===== src/rtl/seq_alu_pkg.sv =====
// Shared opcode and FSM state types for the sequential ALU.
package seq_alu_pkg;

  typedef enum logic [2:0] {
    OP_ADD = 3'b000,
    OP_SUB = 3'b001,
    OP_MUL = 3'b010,
    OP_DIV = 3'b011,
    OP_AND = 3'b100,
    OP_OR  = 3'b101,
    OP_XOR = 3'b110,
    OP_NOT = 3'b111
  } alu_op_e;

  typedef enum logic [1:0] {
    IDLE,
    DIV,
    DONE
  } alu_state_e;

endpackage


===== src/rtl/seq_alu_div.sv =====
// Iterative restoring divider: one quotient bit per cycle, MSB first.
// Iteration 0 runs on the start edge; done pulses for one cycle after iteration WIDTH-1.
module seq_alu_div #(
  parameter int WIDTH = 8
) (
  input  logic             clk,
  input  logic             rst,
  input  logic             start,
  input  logic [WIDTH-1:0] dividend,
  input  logic [WIDTH-1:0] divisor,
  output logic             busy,
  output logic             done,
  output logic [WIDTH-1:0] quotient,
  output logic [WIDTH-1:0] remainder
);

  localparam int CW = $clog2(WIDTH);

  logic [CW-1:0]    cnt;
  logic [WIDTH-1:0] dvsr;
  logic [WIDTH-1:0] src_rem, src_quot, src_dvsr;
  logic [WIDTH-1:0] next_rem, next_quot;
  logic [WIDTH:0]   shifted, trial;

  // NOTE: every signal assigned in always_comb gets a value on every path,
  // otherwise synthesis infers a latch to hold the old value.
  always_comb begin
    src_rem   = start ? '0 : remainder;
    src_quot  = start ? dividend : quotient;
    src_dvsr  = start ? divisor : dvsr;
    shifted   = {src_rem, src_quot[WIDTH-1]};
    trial     = shifted - {1'b0, src_dvsr};
    // a negative trial means the divisor did not fit: restore and emit 0
    next_rem  = trial[WIDTH] ? shifted[WIDTH-1:0] : trial[WIDTH-1:0];
    next_quot = {src_quot[WIDTH-2:0], ~trial[WIDTH]};
  end

  // NOTE: sequential state uses non-blocking assignments so every register
  // samples the pre-edge values regardless of statement order.
  always_ff @(posedge clk or posedge rst) begin
    if (rst) begin
      cnt       <= '0;
      dvsr      <= '0;
      busy      <= 1'b0;
      done      <= 1'b0;
      quotient  <= '0;
      remainder <= '0;
    end else begin
      done <= 1'b0;
      if (start) begin
        quotient  <= next_quot;
        remainder <= next_rem;
        dvsr      <= divisor;
        cnt       <= CW'(1);
        busy      <= 1'b1;
      end else if (busy) begin
        quotient  <= next_quot;
        remainder <= next_rem;
        if (cnt == CW'(WIDTH - 1)) begin
          busy <= 1'b0;
          done <= 1'b1;
        end else begin
          cnt <= cnt + CW'(1);
        end
      end
    end
  end

endmodule


===== src/rtl/seq_alu.sv =====
// Registered ALU with valid/ready handshakes and a multi-cycle divider.
// Optional SEQ_ALU_REM_EN adds a registered remainder output.
module seq_alu
  import seq_alu_pkg::*;
#(
  parameter int WIDTH = 8
) (
  input  logic             clk,
  input  logic             rst,
  input  logic             in_valid,
  output logic             in_ready,
  input  logic [2:0]       op,
  input  logic [WIDTH-1:0] a,
  input  logic [WIDTH-1:0] b,
  output logic             out_valid,
  input  logic             out_ready,
  output logic [WIDTH-1:0] result,
  output logic             carry,
  output logic             zero,
  output logic             div_zero
`ifdef SEQ_ALU_REM_EN
  ,
  output logic [WIDTH-1:0] remainder
`endif
);

  alu_state_e state;
  alu_op_e    op_e;
  logic       div_start, div_busy, div_done;
  logic [WIDTH-1:0] div_quot, div_rem;

  logic [WIDTH:0]       sum;
  logic [2*WIDTH-1:0]   prod;
  logic [WIDTH-1:0]     alu_res;
  logic                 alu_carry, alu_dz;

  assign op_e      = alu_op_e'(op);
  assign in_ready  = (state == IDLE);
  assign div_start = in_valid && in_ready && (op_e == OP_DIV) && (b != '0);

  seq_alu_div #(.WIDTH(WIDTH)) u_div (
    .clk       (clk),
    .rst       (rst),
    .start     (div_start),
    .dividend  (a),
    .divisor   (b),
    .busy      (div_busy),
    .done      (div_done),
    .quotient  (div_quot),
    .remainder (div_rem)
  );

  // Single-cycle ops; the OP_DIV arm is only captured for the b == 0 case.
  always_comb begin
    sum       = {1'b0, a} + {1'b0, b};
    prod      = {{WIDTH{1'b0}}, a} * {{WIDTH{1'b0}}, b};
    alu_res   = '0;
    alu_carry = 1'b0;
    alu_dz    = 1'b0;
    case (op_e)
      OP_ADD: begin alu_res = sum[WIDTH-1:0];  alu_carry = sum[WIDTH]; end
      OP_SUB: begin alu_res = a - b;           alu_carry = (a < b);    end
      OP_MUL: begin alu_res = prod[WIDTH-1:0]; alu_carry = |prod[2*WIDTH-1:WIDTH]; end
      OP_DIV: begin alu_res = '1;              alu_dz = 1'b1;          end
      OP_AND: alu_res = a & b;
      OP_OR:  alu_res = a | b;
      OP_XOR: alu_res = a ^ b;
      OP_NOT: alu_res = ~a;
      default: alu_res = '0;
    endcase
  end

  always_ff @(posedge clk or posedge rst) begin
    if (rst) begin
      state     <= IDLE;
      out_valid <= 1'b0;
      result    <= '0;
      carry     <= 1'b0;
      zero      <= 1'b0;
      div_zero  <= 1'b0;
`ifdef SEQ_ALU_REM_EN
      remainder <= '0;
`endif
    end else begin
      case (state)
        IDLE: if (in_valid) begin
          if (div_start) begin
            state <= DIV;
          end else begin
            state     <= DONE;
            out_valid <= 1'b1;
            result    <= alu_res;
            carry     <= alu_carry;
            zero      <= (alu_res == '0);
            div_zero  <= alu_dz;
`ifdef SEQ_ALU_REM_EN
            remainder <= (op_e == OP_DIV) ? a : '0;
`endif
          end
        end
        DIV: if (div_done) begin
          state     <= DONE;
          out_valid <= 1'b1;
          result    <= div_quot;
          carry     <= 1'b0;
          zero      <= (div_quot == '0);
          div_zero  <= 1'b0;
`ifdef SEQ_ALU_REM_EN
          remainder <= div_rem;
`endif
        end
        DONE: if (out_ready) begin
          state     <= IDLE;
          out_valid <= 1'b0;
        end
        default: state <= IDLE;
      endcase
    end
  end

  // Divider status bits the FSM does not consume in this build.
  logic unused_div_bits;
`ifdef SEQ_ALU_REM_EN
  assign unused_div_bits = div_busy;
`else
  assign unused_div_bits = div_busy ^ (^div_rem);
`endif

endmodule


===== config.mk =====
export PLATFORM = sky130hd
export DESIGN_NAME = seq_alu
export DESIGN_NICKNAME = d
export VERILOG_FILES = /design/src/rtl/seq_alu_pkg.sv /design/src/rtl/seq_alu_div.sv /design/src/rtl/seq_alu.sv
export SDC_FILE = /design/constraint.sdc
export NUM_CORES = 1
export LEC_CHECK = 0
export CAP_MARGIN = 30
export CORE_MARGIN = 3
export CORE_UTILIZATION = 40
export DETAILED_ROUTE_END_ITERATION = 10
export PLACE_DENSITY = 0.68
export REMOVE_ABC_BUFFERS = 1
export SLEW_MARGIN = 20
export SYNTH_ARGS = -nofsm -noshare
export SYNTH_HDL_FRONTEND = slang
export SYNTH_SLANG_ARGS = --single-unit

===== constraint.sdc =====
create_clock -name clk -period 3.8 [get_ports clk]
set_clock_uncertainty 0.2 [all_clocks]
set_input_delay 0.76 -clock clk [delete_from_list [all_inputs] [get_ports clk]]
set_output_delay 0.76 -clock clk [all_outputs]
set_load 0.05 [all_outputs]

==> results.sh, run 1 <==
export IMPL_status="finished, violations left"
export IMPL_violations="negative setup slack"
export IMPL_synthTopCellsByCount="95 x inv_1, 76 x nand2_1, 73 x nor2_1, 70 x ha_1, 43 x dfrtp_1"
export IMPL_fin_tns_setup_ps=-4120
export IMPL_switching_power_mw=2.31
export IMPL_synthMostInstantiatedCell="inv_1"
export IMPL_die_w_um=127
export IMPL_rr_worst_depth=14
export IMPL_postCtsHoldBufs=0
export IMPL_grt_overflow=0
export IMPL_clock_sinks=43
export IMPL_die_h_um=127
export IMPL_p_int_mw=2.87
export IMPL_nets=1030
export IMPL_dpl_cell_count=1038
export IMPL_vias=5813
export IMPL_synthTopCellsByArea="dfrtp_1 18%, ha_1 15%, fa_1 13%"
export IMPL_drv_cap=0
export IMPL_fp_row_count=43
export IMPL_fp_dieArea_um2=16000
export IMPL_synthArstFlopShare=1.00
export IMPL_yosys_area_share_adder=0.284
export IMPL_ir_drop_mv=0.323
export IMPL_wl_per_cell_um=16.0
export IMPL_synth_seq_cells=43
export IMPL_cp_data_arrival_time_ps=4730
export IMPL_yosys_most_used_dff="dfrtp_1"
export IMPL_hold_class="register to register"
export IMPL_crit_chain="buf_8 -> buf_6 -> buf_6 -> inv_4 -> nor2_4 -> fa_2 -> inv_2 -> fa_1 -> inv_2 -> fa_2 -> ha_4 -> ha_4 -> o21a_1 -> or4_4 -> a31oi_1 -> mux2i_1 -> nor4_2 -> buf_4 -> o221ai_2"
export IMPL_drt_wl_total_um=17300
export IMPL_area_growth_syn_to_layout_pct=45.3
export IMPL_synthXorXnorAreaFrac=0.0241
export IMPL_drc=0
export IMPL_post_route_period_util=1.26
export IMPL_ios=36
export IMPL_pre_cts_ws_ps=-2020
export IMPL_yosys_area_top_type="dfrtp_1"
export IMPL_power_frac_clock=0.082
export IMPL_grt_use_met1=0.287
export IMPL_tritoncts="yes"
export IMPL_hold_ws_ps=274
export IMPL_rsz0062_at_grt="yes"
export IMPL_cp_required_ps=3760
export IMPL_insertion_delay_ps=290
export IMPL_yosys_area_share_simple=0.196
export IMPL_initial_core_util=0.415
export IMPL_cts_buffers=5
export IMPL_ant_nets=0
export IMPL_met2_usage=0.359
export IMPL_synth_top_family_by_area="adder cells"
export IMPL_cts_root_buf="clkbuf_16"
export IMPL_drive_gt1_frac=0.347
export IMPL_n_fill_cell=1166
export IMPL_seqPwrFrac=0.165
export IMPL_coreArea_um2=14000
export IMPL_setup_ws_ps=-975
export IMPL_netlist_area_um2=5820
export IMPL_place_hpwl_um=13100
export IMPL_end_kind="register"
export IMPL_fin_cells=1079
export IMPL_min_period_ps=4780
export IMPL_ys_warn_count=0
export IMPL_power_leakage_nw=4.07
export IMPL_crit_type="input port to register"
export IMPL_seq_area_frac_synth=0.185
export IMPL_gp_congestion=0.919
export IMPL_synth_cell_types=65
export IMPL_synth_mux_area_frac=0.0473
export IMPL_io_buffers=35
export IMPL_grt_pass1_wl_um=28100
export IMPL_p_comb_frac=0.753
export IMPL_startpoint_type="input port"
export IMPL_pwr_density_cell_nw_per_um2=612
export IMPL_grt_pass1_vias=5731
export IMPL_slew_headroom=0.517
export IMPL_grt_start_max_net_pins=30
export IMPL_r2r_setup_slack_ps=350
export IMPL_synth_enable_flop_cells=0
export IMPL_critPathMaxFanout=4
export IMPL_grt_busiest_layer="met2"
export IMPL_slew_viol_final=0
export IMPL_setup_viol=7
export IMPL_syn_area_per_cell_um2=8.09
export IMPL_placed_cell_area_um2=7280
export IMPL_min_path_cells=2
export IMPL_synth_compound_area_frac=0.177
export IMPL_first_iter_violations=409
export IMPL_dr_pass1_iters=5
export IMPL_synth_top_area_share=0.185
export IMPL_antenna_found_initial=0
export IMPL_htree_levels=2
export IMPL_clkTransAtPathRegs_ps=60
export IMPL_antenna_cells=0
export IMPL_slowest_stage="fa_2"
export IMPL_max_freq_ghz=0.209
export IMPL_grt_usage=0.211
export IMPL_vias_per_cell=5.39
export IMPL_worst_pin_slew_ps=724
export IMPL_crit_path_max_incr_delay_ps=560
export IMPL_clockBufferDepth=2
export IMPL_netlist_instances=720
export IMPL_hold_violations=0
export IMPL_finalPower_mw=5.18
export IMPL_grtUsageMet3=0.0253
export IMPL_final_area_um2=8460
export IMPL_postLayoutCoreUtil=0.603
export IMPL_switching_share=0.446
==> area by class of cell <==
type	count	area [µm²]	share of cell area
clock buffer	6	129	0.0152
sequential	43	1080	0.127
multi-input combinational	549	4860	0.574
timing repair buffer	201	1770	0.210
tap	180	225	0.0266
clock inverter	2	12.5	0.00148
inverter	98	390	0.0461
==> layer usage <==
metal  part of all wire  vias to the layer above
li1                   -                     2804
met1               0.44                     2824
met2               0.49                      161
met3              0.052                       24
met4              0.015                        0
met5                  0                        -
==> worst paths after layout <==
check | from | endpoint
max | a[4] | carry$_DFFE_PP0P_
min | u_div.cnt[1]$_DFFE_PP0P_ | u_div.cnt[1]$_DFFE_PP0P_
max reg2reg | state[0]$_DFFE_PP0P_ | u_div.remainder[0]$_DFFE_PP0P_
min reg2reg | u_div.cnt[1]$_DFFE_PP0P_ | u_div.cnt[1]$_DFFE_PP0P_
max in group asynchronous | rst | div_zero$_DFFE_PP0P_
min in group asynchronous | rst | u_div.cnt[0]$_DFFE_PP0P_
==> sequential cells by signal, indices dropped and copies added (netlist names) <==
name             flops
result               8
u_div.dvsr           8
u_div.quotient       8
u_div.remainder      8
u_div.cnt            3
state                2
carry                1
div_zero             1
out_valid            1
u_div.busy           1
u_div.done           1
zero                 1
==> power by group through the flow <==
stage | clock (mW) | sequential (mW) | combinational [mW]
CTS | 0.430 | 0.846 | 3.56
global route | 0.448 | 0.888 | 4.29
finish | 0.424 | 0.856 | 3.90
global placement | 0 | 0.841 | 3.07
detailed placement | 0 | 0.848 | 3.13
floorplan | 0 | 0.992 | 1.79
==> layout by cell type, fill, tap and decap left out, drive strengths merged, types with 5 or more instances in the layout <==
cell type,count
nand2b,17
buf,179
a21o,9
nand2,76
a21oi,41
dfrtp,43
o21ai,42
o31ai,5
clkinv,5
nor2,73
inv,94
nor3,5
and2,10
a31oi,9
o211ai,9
xnor2,9
clkdlybuf4s50,15
nor4,5
or3,6
nor2b,14
nand3,11
nor3b,5
mux2i,23
clkbuf,8
xor2,7
ha,70
a211oi,8
fa,39
==> cell families after synthesis <==
kind of cell,Yosys count
flops,43
simple gates,237
xor+xnor,16
buf+inv,128
mux,26
compound gates,161
fa+ha+maj,109
==> critical path, delay by kind of cell <==
| family | cells | cell delay (ps) |
|---|---|---|
| multiplexers | 1 | 110 |
| AND/OR/NAND/NOR | 3 | 810 |
| AO/OA/AOI/OAI | 3 | 460 |
| adder cells (fa/ha/maj) | 5 | 1950 |
| buffers and inverters | 7 | 640 |
==> repair_timing <==
action / 4_1_cts / 5_1_grt
endpoints found under the setup margin: 17 / 15
gates resized for setup: 220 / 67
setup buffers: 22 / 11
pin swaps: 71 / 46
No activity file was read; power rests on OpenSTA's default activity.
==> run 2: changes to the inputs <==
--- a/config.mk
+++ b/config.mk
@@ -5,11 +5,12 @@
 export SDC_FILE = /design/constraint.sdc
 export NUM_CORES = 1
 export LEC_CHECK = 0
+export ABC_AREA = 0
 export CAP_MARGIN = 30
 export CORE_MARGIN = 3
 export CORE_UTILIZATION = 40
 export DETAILED_ROUTE_END_ITERATION = 10
-export PLACE_DENSITY = 0.68
+export PLACE_DENSITY = 0.65
 export REMOVE_ABC_BUFFERS = 1
 export SLEW_MARGIN = 20
 export SYNTH_ARGS = -nofsm -noshare
==> constraint.sdc (replaced) <==
create_clock -name clk -period 5.25 [get_ports clk]
set_clock_uncertainty 0.2 [all_clocks]
set_input_delay 0.525 -clock clk [delete_from_list [all_inputs] [get_ports clk]]
set_output_delay 0.525 -clock clk [all_outputs]
set_load 0.05 [all_outputs]
==> run 2 against run 1 <==
Net effect:
- the flow now finishes without violations
- sequential share of layout area increased by 2.6 points
- first-iteration DRC count down 17%
- combinational power decreased by 46%
- global-route usage fell by 0.89 points
- total power fell by 42%
- flip-flop and latch count did not move
- design area fell by 17%
- worst setup slack better by 1300 ps
- clock power fell by 28%
- critical path depth shrank 1
- largest power group unchanged
==> results.sh, run 2 (synthesis results as in run 1) <==
export IMPL_status="complete, no violations"
export IMPL_hold_class="register to register"
export IMPL_dr_pass1_iters=5
export IMPL_dpl_cell_count=979
export IMPL_wl_per_cell_um=16.2
export IMPL_cts_root_buf="clkbuf_16"
export IMPL_critPathMaxFanout=6
export IMPL_gp_congestion=0.902
export IMPL_first_iter_violations=341
export IMPL_insertion_delay_ps=290
export IMPL_drive_gt1_frac=0.121
export IMPL_route_layer_met1_wl_um=7260
export IMPL_end_kind="register"
export IMPL_pwr_density_cell_nw_per_um2=430
export IMPL_final_common_cell="inv_1"
export IMPL_die_w_um=127
export IMPL_fp_row_count=43
export IMPL_vias=5338
export IMPL_io_buffers=35
export IMPL_wl_met3_um=610
export IMPL_critPathTopFamily="adder cells"
export IMPL_coreArea_um2=14000
export IMPL_max_freq_ghz=0.201
export IMPL_post_route_period_util=0.947
export IMPL_rsz0062_at_grt="no"
export IMPL_worst_pin_slew_ps=860
export IMPL_vias_per_cell=5.41
export IMPL_clockBufferDepth=2
export IMPL_crit_chain="clkdlybuf4s50_1 -> buf_4 -> nand2_1 -> fa_1 -> inv_1 -> fa_1 -> inv_1 -> fa_1 -> inv_1 -> ha_1 -> ha_1 -> o21a_1 -> or4_1 -> a31oi_1 -> mux2i_1 -> nor4_2 -> buf_4 -> o221ai_2"
export IMPL_drc=0
export IMPL_grt_overflow=0
export IMPL_cts_setup_buffers=0
export IMPL_startpoint_type="input port"
export IMPL_slowest_stage="fa_1"
export IMPL_place_hpwl_um=13000
export IMPL_clock_sinks=43
export IMPL_antenna_cells=0
export IMPL_hold_violations=0
export IMPL_cp_data_arrival_time_ps=4910
export IMPL_finalPower_mw=3.03
export IMPL_postLayoutCoreUtil=0.502
export IMPL_setup_viol=0
export IMPL_placed_cell_area_um2=6820
export IMPL_final_area_um2=7050
export IMPL_nets=938
export IMPL_initial_core_util=0.415
export IMPL_fp_dieArea_um2=16000
export IMPL_postCtsHoldBufs=0
export IMPL_cp_required_ps=5190
export IMPL_grt_usage=0.203
export IMPL_ant_nets=0
export IMPL_die_h_um=127
export IMPL_grt_pass1_vias=5353
export IMPL_layout_common_cells="94 x inv_1, 76 x nand2_1, 73 x buf_4, 71 x nor2_1, 69 x ha_1"
export IMPL_area_growth_syn_to_layout_pct=21.0
export IMPL_clkTransAtPathRegs_ps=70
export IMPL_crit_path_max_incr_delay_ps=520
export IMPL_antenna_found_initial=0
export IMPL_drv_cap=0
export IMPL_cts_buffers=5
export IMPL_crit_type="input port to register"
export IMPL_drt_wl_total_um=16000
export IMPL_min_period_ps=4970
export IMPL_fin_cells=987
export IMPL_wl_met2_um=7710
export IMPL_grt_pass1_wl_um=26600
export IMPL_ios=36
export IMPL_fin_tns_setup_ps=0
export IMPL_grt_start_max_net_pins=44
export IMPL_slew_headroom=0.427
export IMPL_tritoncts="yes"
export IMPL_worst_path_buf_inv=6
export IMPL_ir_drop_mv=0.213
export IMPL_slew_viol_final=0
export IMPL_top_layer="met4"
export IMPL_htree_levels=2
export IMPL_power_leakage_nw=3.57
==> run 2: power by group <==
group / internal [mW] / switching (mW)
Clock: 0.176 / 0.131
Sequential: 0.484 / 0.132
Combinational: 0.918 / 1.19
Total: 1.58 / 1.45
==> run 2: area by class of cell <==
| cell class | instances | area (µm²) |
|---|---|---|
| Fill cell | 1327 | 7000 |
| Multi-Input combinational cell | 549 | 4300 |
| Tap cell | 180 | 225 |
| Clock buffer | 6 | 129 |
| Inverter | 98 | 368 |
| Sequential cell | 43 | 1080 |
| Timing Repair Buffer | 109 | 940 |
| Clock inverter | 2 | 12.5 |
==> run 2: timing repair <==
action | in CTS | in global routing
endpoints found under the hold margin | 0 | 0
endpoints found under the setup margin | 0 | 4
resized for setup | 0 | 27
==> run 2: path summary, 6_finish.rpt <==
check	from	to	slack (ps)	cells past startpoint
min in group asynchronous	rst	u_div.cnt[2]$_DFFE_PP0P_	500	3
max in group asynchronous	rst	u_div.remainder[6]$_DFFE_PP0P_	3970	3
hold reg to reg	result[0]$_DFFE_PP0P_	result[0]$_DFFE_PP0P_	280	2
setup reg to reg	state[0]$_DFFE_PP0P_	u_div.remainder[0]$_DFFE_PP0P_	1180	13
hold / removal	result[0]$_DFFE_PP0P_	result[0]$_DFFE_PP0P_	280	2
setup / recovery	a[6]	carry$_DFFE_PP0P_	280	18
==> run 2: stage by stage <==
step | setup slack [ps] | hold slack, ps
floorplan | 438 | 240
global placement | -215 | 255
detailed placement | -274 | 270
CTS | 23.4 | 284
global route | 35.7 | 307
finish | 276 | 279
==> run 2: layer usage <==
layer	up-vias	global-route usage
met2	135	0.338
met5	-	0
met3	30	0.0282
met1	2558	0.272
li1	2615	-
met4	0	0.0656
==> run 2: worst reg2reg max path, cell delays in order (launching register included) <==
cell,delay [ps]
dfrtp_1,430
nor2_1,220
and4_4,290
nand2_1,310
buf_4,330
and2_1,200
ha_1,330
nor2b_1,150
o21ai_1,150
o21ai_1,120
o41a_1,360
xor2_1,410
mux2_1,360
a21oi_1,140
